**src/rtl/rr_prio_encoder_pkg.sv**
```systemverilog
// Shared definitions for rr_prio_encoder: index-width helper, one-hot helper,
// reset values and the per-edge update action.
package prio_enc_pkg;

  localparam int unsigned MAX_N = 256;

  typedef enum logic [1:0] {
    ACT_DROP,
    ACT_LOAD,
    ACT_EMPTY,
    ACT_HOLD
  } action_e;

  localparam logic             RST_VALID = 1'b0;
  localparam int unsigned      RST_IDX   = 0;
  localparam int unsigned      RST_PTR   = 0;
  localparam logic [MAX_N-1:0] RST_GRANT = '0;

  function automatic int unsigned idx_width(input int unsigned n);
    return (n < 2) ? 1 : $clog2(n);
  endfunction

  function automatic logic [MAX_N-1:0] onehot(input int unsigned idx, input int unsigned n);
    logic [MAX_N-1:0] r;
    r = '0;
    if (idx < n) r = MAX_N'(1) << idx;
    return r;
  endfunction

endpackage

```
**src/rtl/rr_prio_encoder_if.sv**
```systemverilog
// Request/result handshake bundle between a request bank and the encoder.
interface rr_prio_encoder_if #(
  parameter int unsigned N = 8
) ();
  import prio_enc_pkg::*;

  localparam int unsigned W = idx_width(N);

  logic         en;
  logic [N-1:0] req;
  logic         ack;
  logic         valid;
  logic [W-1:0] idx;
  logic [N-1:0] grant;

  modport master (output en, req, ack, input valid, idx, grant);
  modport slave  (input en, req, ack, output valid, idx, grant);
endinterface

```
**src/rtl/rr_prio_encoder_find_msb.sv**
```systemverilog
// Combinational search for the highest set bit of an N-bit vector.
module prio_find_msb #(
  parameter int unsigned N = 8,
  parameter int unsigned W = 3
) (
  input  logic [N-1:0] req_i,
  output logic         found_o,
  output logic [W-1:0] idx_o
);

  always_comb begin
    found_o = 1'b0;
    idx_o   = '0;
    for (int unsigned i = 0; i < N; i++) begin
      if (req_i[i]) begin
        found_o = 1'b1;
        idx_o   = W'(i);
      end
    end
  end

endmodule

```
**src/rtl/rr_prio_encoder.sv**
```systemverilog
// Registered N-to-log2(N) priority encoder with valid/ack output handshake.
// Define RR_PRIO_ENCODER_RR_EN to build the round-robin (last winner lowest) variant.
module rr_prio_encoder
  import prio_enc_pkg::*;
#(
  parameter int unsigned N = 8
) (
  input logic              clk,
  input logic              rst,
  rr_prio_encoder_if.slave bus
);

  localparam int unsigned W = idx_width(N);

  logic         valid_q, valid_d;
  logic [W-1:0] idx_q, idx_d;
  logic [N-1:0] grant_q, grant_d;
  logic         free;
  logic         found;
  logic [W-1:0] win;
  action_e      act;

  assign free = ~valid_q | bus.ack;

`ifdef RR_PRIO_ENCODER_RR_EN
  logic         xfer;
  logic [W-1:0] ptr_q, ptr_d, ptr_eff;
  logic [N-1:0] below;
  logic         lo_found;
  logic [W-1:0] lo_idx, all_idx;

  // The winner being accepted on this edge already counts as "last winner"
  // for the selection loaded on the same edge.
  assign xfer    = valid_q & bus.ack;
  assign ptr_eff = xfer ? idx_q : ptr_q;
  assign ptr_d   = ptr_eff;

  always_comb begin
    below = '0;
    for (int unsigned i = 0; i < N; i++) begin
      below[i] = (i < 32'(ptr_eff));
    end
  end

  prio_find_msb #(.N(N), .W(W)) u_find_lo (
    .req_i   (bus.req & below),
    .found_o (lo_found),
    .idx_o   (lo_idx)
  );

  prio_find_msb #(.N(N), .W(W)) u_find_all (
    .req_i   (bus.req),
    .found_o (found),
    .idx_o   (all_idx)
  );

  assign win = lo_found ? lo_idx : all_idx;

  always_ff @(posedge clk) begin
    if (rst) ptr_q <= W'(RST_PTR);
    else     ptr_q <= ptr_d;
  end
`else
  prio_find_msb #(.N(N), .W(W)) u_find (
    .req_i   (bus.req),
    .found_o (found),
    .idx_o   (win)
  );
`endif

  always_comb begin
    act = ACT_HOLD;
    if (!bus.en)   act = ACT_DROP;
    else if (free) act = found ? ACT_LOAD : ACT_EMPTY;

    valid_d = valid_q;
    idx_d   = idx_q;
    grant_d = grant_q;
    case (act)
      ACT_DROP, ACT_EMPTY: begin
        valid_d = 1'b0;
        grant_d = '0;
      end
      ACT_LOAD: begin
        valid_d = 1'b1;
        idx_d   = win;
        grant_d = N'(onehot(32'(win), N));
      end
      default: ;
    endcase
  end

  always_ff @(posedge clk) begin
    if (rst) begin
      valid_q <= RST_VALID;
      idx_q   <= W'(RST_IDX);
      grant_q <= N'(RST_GRANT);
    end else begin
      valid_q <= valid_d;
      idx_q   <= idx_d;
      grant_q <= grant_d;
    end
  end

  assign bus.valid = valid_q;
  assign bus.idx   = idx_q;
  assign bus.grant = grant_q;

endmodule

```
**src/flat_wrapper.sv**
```systemverilog
// flat-port wrapper written by rule: the top's interface ports become plain ports
module rr_prio_encoder_flat import prio_enc_pkg::*;
#(
  parameter int unsigned N = 8
)
  (clk, rst, bus_en, bus_req, bus_ack, bus_valid, bus_idx, bus_grant);
  rr_prio_encoder_if #(.N(N)) bus_i ();
  input logic clk;
  input logic rst;
  input wire logic [$bits(bus_i.en)-1:0] bus_en;
  input wire logic [$bits(bus_i.req)-1:0] bus_req;
  input wire logic [$bits(bus_i.ack)-1:0] bus_ack;
  output wire logic [$bits(bus_i.valid)-1:0] bus_valid;
  output wire logic [$bits(bus_i.idx)-1:0] bus_idx;
  output wire logic [$bits(bus_i.grant)-1:0] bus_grant;
  assign bus_i.en = bus_en;
  assign bus_i.req = bus_req;
  assign bus_i.ack = bus_ack;
  assign bus_valid = bus_i.valid;
  assign bus_idx = bus_i.idx;
  assign bus_grant = bus_i.grant;
  rr_prio_encoder #(.N(N)) u_core (.clk(clk), .rst(rst), .bus(bus_i));
endmodule
```
**config.mk**
```make
export PLATFORM = sky130hd
export DESIGN_NAME = rr_prio_encoder_flat
export DESIGN_NICKNAME = d
export VERILOG_FILES = /design/src/rtl/rr_prio_encoder_pkg.sv /design/src/rtl/rr_prio_encoder_if.sv /design/src/rtl/rr_prio_encoder_find_msb.sv /design/src/rtl/rr_prio_encoder.sv /design/src/flat_wrapper.sv
export SDC_FILE = /design/constraint.sdc
export NUM_CORES = 1
export LEC_CHECK = 0
export CAP_MARGIN = 25
export CORE_MARGIN = 3
export CORE_UTILIZATION = 35
export DETAILED_ROUTE_END_ITERATION = 10
export DONT_BUFFER_PORTS = 1
export GPL_ROUTABILITY_DRIVEN = 0
export HOLD_SLACK_MARGIN = 0.08
export PLACE_DENSITY = 0.54
export SLEW_MARGIN = 20
export SYNTH_ARGS = -nofsm -noshare
export SYNTH_HDL_FRONTEND = slang
export SYNTH_SLANG_ARGS = --single-unit
```
**constraint.sdc**
```tcl
create_clock -name clk -period 3.16 [get_ports clk]
set_input_delay 0.474 -clock clk [delete_from_list [all_inputs] [get_ports clk]]
set_output_delay 0.474 -clock clk [all_outputs]
set_load 0.02 [all_outputs]
```
Word-level counts from Yosys, hierarchy flattened
Cells that the tools add are included.
{ "word_totals": {"latchBits": 0, "in_bits": 12, "reg_bits": 12, "mem_count": 0, "word_cells": 31, "romBits": 0, "mem_bits_rw": 0} }
{ "op_classes": {"order_cmp": 0, "n_bitwise": 2, "n_shift": 1, "div": 0, "n_reduce_logical": 3, "addsub": 0, "n_mux": 20, "n_mul": 0, "eq_ne": 2} }
{ "op_table": {"columns": ["cell", "n"], "rows": [
  ["$mux 3", 6],
  ["$pmux 8 s2", 1],
  ["$mux 1", 9],
  ["$shl 1x3->8 const A", 1],
  ["$mux 2", 3],
  ["$eq 2x1->1 const B", 1],
  ["$eq 2x2->1 const B", 1],
  ["$logic_not 2->1", 1],
  ["$pmux 1 s2", 1],
  ["$reduce_bool 2->1", 1],
  ["$reduce_or 2->1", 1],
  ["$not 1->1", 1],
  ["$or 1x1->1", 1]
]} }

Depth between registers and ports, before layout
{ "logic_depth": {"ltp_word": 14, "ltp_mapped": 5, "ltp_nobuf": 4} }

By module
Synthesis repeated with hierarchy kept, for this count alone.
{ "unflattened": {"hier_cells": 55, "hier_area_um2": 530.5} }
{ "by_module_without_submodules": {"columns": ["mod", "n_inst", "area_each_um2", "seq_area_each_um2", "cells_per_inst"], "rows": [
  ["rr_prio_encoder", 1, 473.0, 240.2, 43],
  ["prio_find_msb", 1, 57.6, 0.0, 12]
]} }

Least setup slack after synthesis
Ideal clock, no wire load.
{ "synth_path": {"path_kind": "input to register", "start": "input bus_req[4]", "end": "register u_core.grant_q[0] (netlist: u_core.bus.grant[0])", "n_path_buf": 0, "stages": 3, "arrival_time_ns": 1.390, "slack_ns": 1.711, "required_time_ns": 3.101, "setup_ns": 0.059, "cell_sequence": "or4_4 nor4_4 a32o_2"} }
{ "synth_between": {"elab_chain_cells": 10, "word_cells_on_any_way": 18} }
{ "synth_lines": {"columns": ["item", "line", "rtl"], "rows": [
  ["from (decl)", "flat_wrapper.sv:11", "input wire logic [$bits(bus_i.req)-1:0] bus_req;"],
  ["$mux 1 (4 in a row)", "rr_prio_encoder_find_msb.sv:15", "if (req_i[i]) begin"],
  ["$mux 2 (2 in a row)", "rr_prio_encoder.sv:74", "else if (free) act = found ? ACT_LOAD : ACT_EMPTY;"],
  ["$mux 2", "rr_prio_encoder.sv:73", "if (!bus.en) act = ACT_DROP;"],
  ["$eq 2x2->1 / $logic_not 2->1 (equally long branches)", "rr_prio_encoder.sv:79", "case (act)"],
  ["$reduce_or 2->1", "rr_prio_encoder.sv:79", null],
  ["$pmux 8 s2 / $reduce_bool 2->1 (equally long branches)", null, null],
  ["to (signal assigned)", "rr_prio_encoder.sv:97", "grant_q <= N'(RST_GRANT);"],
  ["to (signal assigned)", "rr_prio_encoder.sv:101", "grant_q <= grant_d;"],
  ["to (decl)", "rr_prio_encoder.sv:17", "logic [N-1:0] grant_q, grant_d;"]
]} }
Parallel ways exist; a longest one is shown, timed or not.
A chain may end at the register's enable or synchronous reset.

Worst setup path after layout
{ "layout_path": {"start": "register u_core.valid_q (netlist: u_core.bus.valid)", "end": "register u_core.idx_q[0] (netlist: u_core.bus.idx[0])"} }
{ "layout_between": {"elab_chain_cells": 5} }
{ "layout_lines": {"columns": ["item", "line", "rtl"], "rows": [
  ["from (decl)", "rr_prio_encoder.sv:15", "logic valid_q, valid_d;"],
  ["from (signal assigned)", "rr_prio_encoder.sv:99", "valid_q <= valid_d;"],
  ["$not 1->1", "rr_prio_encoder.sv:23", "assign free = ~valid_q | bus.ack;"],
  ["$or 1x1->1", "rr_prio_encoder.sv:23", null],
  ["$mux 2", "rr_prio_encoder.sv:74", null],
  ["$mux 2", "rr_prio_encoder.sv:73", null],
  ["$eq 2x1->1", "rr_prio_encoder.sv:79", null],
  ["to (signal assigned)", "rr_prio_encoder.sv:96", "idx_q <= W'(RST_IDX);"],
  ["to (signal assigned)", "rr_prio_encoder.sv:100", "idx_q <= idx_d;"],
  ["to (decl)", "rr_prio_encoder.sv:16", "logic [W-1:0] idx_q, idx_d;"]
]} }
No other way between the ends.

==> qor.csv <==
stage,metric,value,unit
timing,holdWs,0.265,ns
global_routing,grt_overflow,0,
layout,syn_to_final_growth,9.22,%
critical_path,r2r_end,u_core.bus.idx[0],
synth,syn_nets,74,
synth,yosys_warnings,0,
timing,worst_pin_slew,0.529,ns
pwr,power_density,523,nW/um2
synth,synthDominantCellAreaShare,0.442,
pwr,clockPowerShare,0.386,
critical_path,crit_arrival,1.70,ns
synth,yosys-top-cells-count,"dfxtp_1, nor2_1, a21oi_1",
clock_tree,cts_sinks,12,
synth,ys_async_sr_fraction,0,
drt,postRouteWirelength,1.20,mm
clock_tree,tritoncts,built,
synth,synth.distinct_cells,25,
pwr,ir_drop,0.328,mV
timing,setup_viol,0,
clock_tree,htreeDepth,1,
drt,drcViolationCount,0,
placement,dp_cells,76,
global_routing,antenna_found_initial,0,
drt,dr.pass1.iters,4,
hold_path,worstHoldPathType,input pin to flop,
timing,fin_setup_tns,0,ns
hold_path,min_to,u_core.bus.idx[2],
clock_tree,clock-root-buffer,clkbuf_4,
layout,fill_cells,142,
critical_path,endpoint_kind,flop,
timing,fmax,659,MHz
synth,synth_top_area_cell,dfxtp_1,
hold_path,hold_depth,1,
timing,setup_ws,1.64,ns
timing,fin_crit_sh,0.481,
timing,min_period,1.52,ns
floorplanning,dieWidth,45.4,um
synth,synth-seq-cells,12,
clock_tree,clkLatencyLatePin,0.27,ns
critical_path,r2r_start,u_core.bus.valid,
timing,rsz0062_at_grt,no,
drt,ant_nets,0,
global_routing,grt_pass1_wl,1.83,mm
synth,postSynthCellCount,62,
clock_tree,cts_buffer_depth,2,
timing,finalMaxSlewViolations,0,
layout,multi_input_area,275,um2
drt,viasPerCell,5.66,
layout,diodes,0,
synth,synth_flop_cell,dfxtp_1,
synth,ys_top_cells_by_area,"dfxtp_1, a21oi_1, nor2_1",
floorplanning,initial_core_util,0.393,
placement,io_buffer_count,0,
critical_path,start_kind,flop,
timing,skew,0.00503,ns
pwr,finalPower,0.310,mW
synth,yosysMostFrequentCell,dfxtp_1,
critical_path,cp_max_fo,13,
timing,relSlewSlack,0.644,
pwr,switchingPower,0.0739,mW
drt,vias,453,
hold_path,holdCritStartpoint,rst,
pwr,power.leakage,0.224,nW
global_routing,use_met3,0.103,
global_routing,top_usage_layer,met2,
global_routing,grt_max_degree,14,
floorplanning,io_pins,24,
global_routing,grt_pass1_vias,400,
critical_path,required,3.34,ns
placement,dp_hpwl,940,um
critical_path,path_class,flop to flop,
placement,place_ws,1.60,ns
global_routing,gr-usage-met2,0.181,
synth,syn_area,543,um2
floorplanning,core,1380,um2
layout,ff_latch_area,240,um2
drt,drt_iter0_markers,3,
clock_tree,cts_hold_buf,0,
floorplanning,placementRows,13,
clock_tree,post_cts_buffers,0,
synth,synth_area_per_cell,8.76,um2
layout,drive_gt1_frac,0.138,
pwr,cellInternalPower,0.236,mW
clock_tree,cts_buffers,3,
floorplanning,die_h,45.4,um
critical_path,r2r_setup_slack,1.64,ns
outcome,outcome,finished clean,
global_routing,grt_usage,0.127,
clock_tree,path_clk_slew,0.08,ns
critical_path,ff2ff_path_depth,5,
job,cap_violations,0,
pwr,p_sw_frac,0.238,
layout,layoutNonFillerInstCount,80,
clock_tree,cts_resized,0,
pwr,power_frac_comb,0.079,
drt,wl_per_cell,15.0,um
pwr,p_seq_frac,0.535,
layout,fin_nets,78,
synth,synth-edff-count,0,
timing,hold_viol,0,
floorplanning,die-area,2060,um2
global_routing,grtUsageMet1,0.145,
synth,yosysSeqAreaShare,0.442,
==> power groups by stage <==
stage / clock (mW) / sequential, mW / combinational [mW]
after floorplan: 0 / 0.169 / 0.0213
after global placement: 0 / 0.170 / 0.0249
after detailed placement: 0 / 0.170 / 0.0247
after CTS: 0.123 / 0.166 / 0.0249
after global routing: 0.134 / 0.167 / 0.0272
final: 0.120 / 0.166 / 0.0244
==> registers in the layout, summed over array words and instances, names as in the netlist <==
signal,count
u_core.bus.grant,8
u_core.bus.valid,1
u_core.bus.idx,3
==> worst max-delay path by stage <==
| stage | slack, ns | end | start | cells after the start |
|---|---|---|---|---|
| finish | 1.64 | u_core.bus.idx[0] | u_core.bus.valid | 5 |
| global route | 1.57 | u_core.bus.idx[0] | u_core.bus.valid | 5 |
| CTS | 1.64 | u_core.bus.idx[0] | u_core.bus.valid | 5 |
| detailed placement | 1.60 | u_core.bus.idx[1] | bus_req[3] | 4 |
| global placement | 1.62 | u_core.bus.idx[0] | bus_req[3] | 3 |
| floorplan | 1.71 | u_core.bus.grant[0] | bus_req[4] | 3 |
==> metal layers <==
metal / up-vias / part of all wire
li1: 234 / -
met1: 196 / 0.40
met2: 21 / 0.45
met3: 2 / 0.14
met4: 0 / 0.0075
met5: - / 0
==> final cells by class <==
class,count,share of cell area
multi-input cells,44,0.464
flip-flops and latches,12,0.405
clock buffers,4,0.0612
well taps,15,0.0316
inverters,4,0.0253
repair buffers,1,0.0127
==> through the flow <==
stage                     utilization  instance area [um2]
final                           0.429                  593
after global routing            0.429                  593
after CTS                       0.429                  593
after detailed placement        0.403                  557
after global placement          0.403                  557
after floorplan                     -                  543
==> cells in the final DEF (no fill, tap or decap), drive strengths merged, types with 2 or more instances in the layout <==
cell type / netlist / layout
a211oi: 2 / 2
a21oi: 7 / 7
a32o: 2 / 2
clkbuf: 0 / 4
dfxtp: 12 / 12
inv: 4 / 4
nand2: 5 / 5
nand2b: 3 / 3
nand3: 2 / 2
nor2: 8 / 8
nor3: 3 / 3
nor4: 3 / 3
==> kinds of logic after synthesis <==
group / share of synthesized area
flip-flops: 0.442
buffers and inverters: 0.0507
AND/OR/NAND/NOR: 0.290
AO/OA/AOI/OAI: 0.217
==> critical path: stages, from the launching register on <==
cell and delay, ns:
dfxtp_1 0.38, nor2b_1 0.16, buf_4 0.18, a211oi_1 0.40, nor2_1 0.08, a211oi_1 0.23
(Power assumes the default switching activity.)
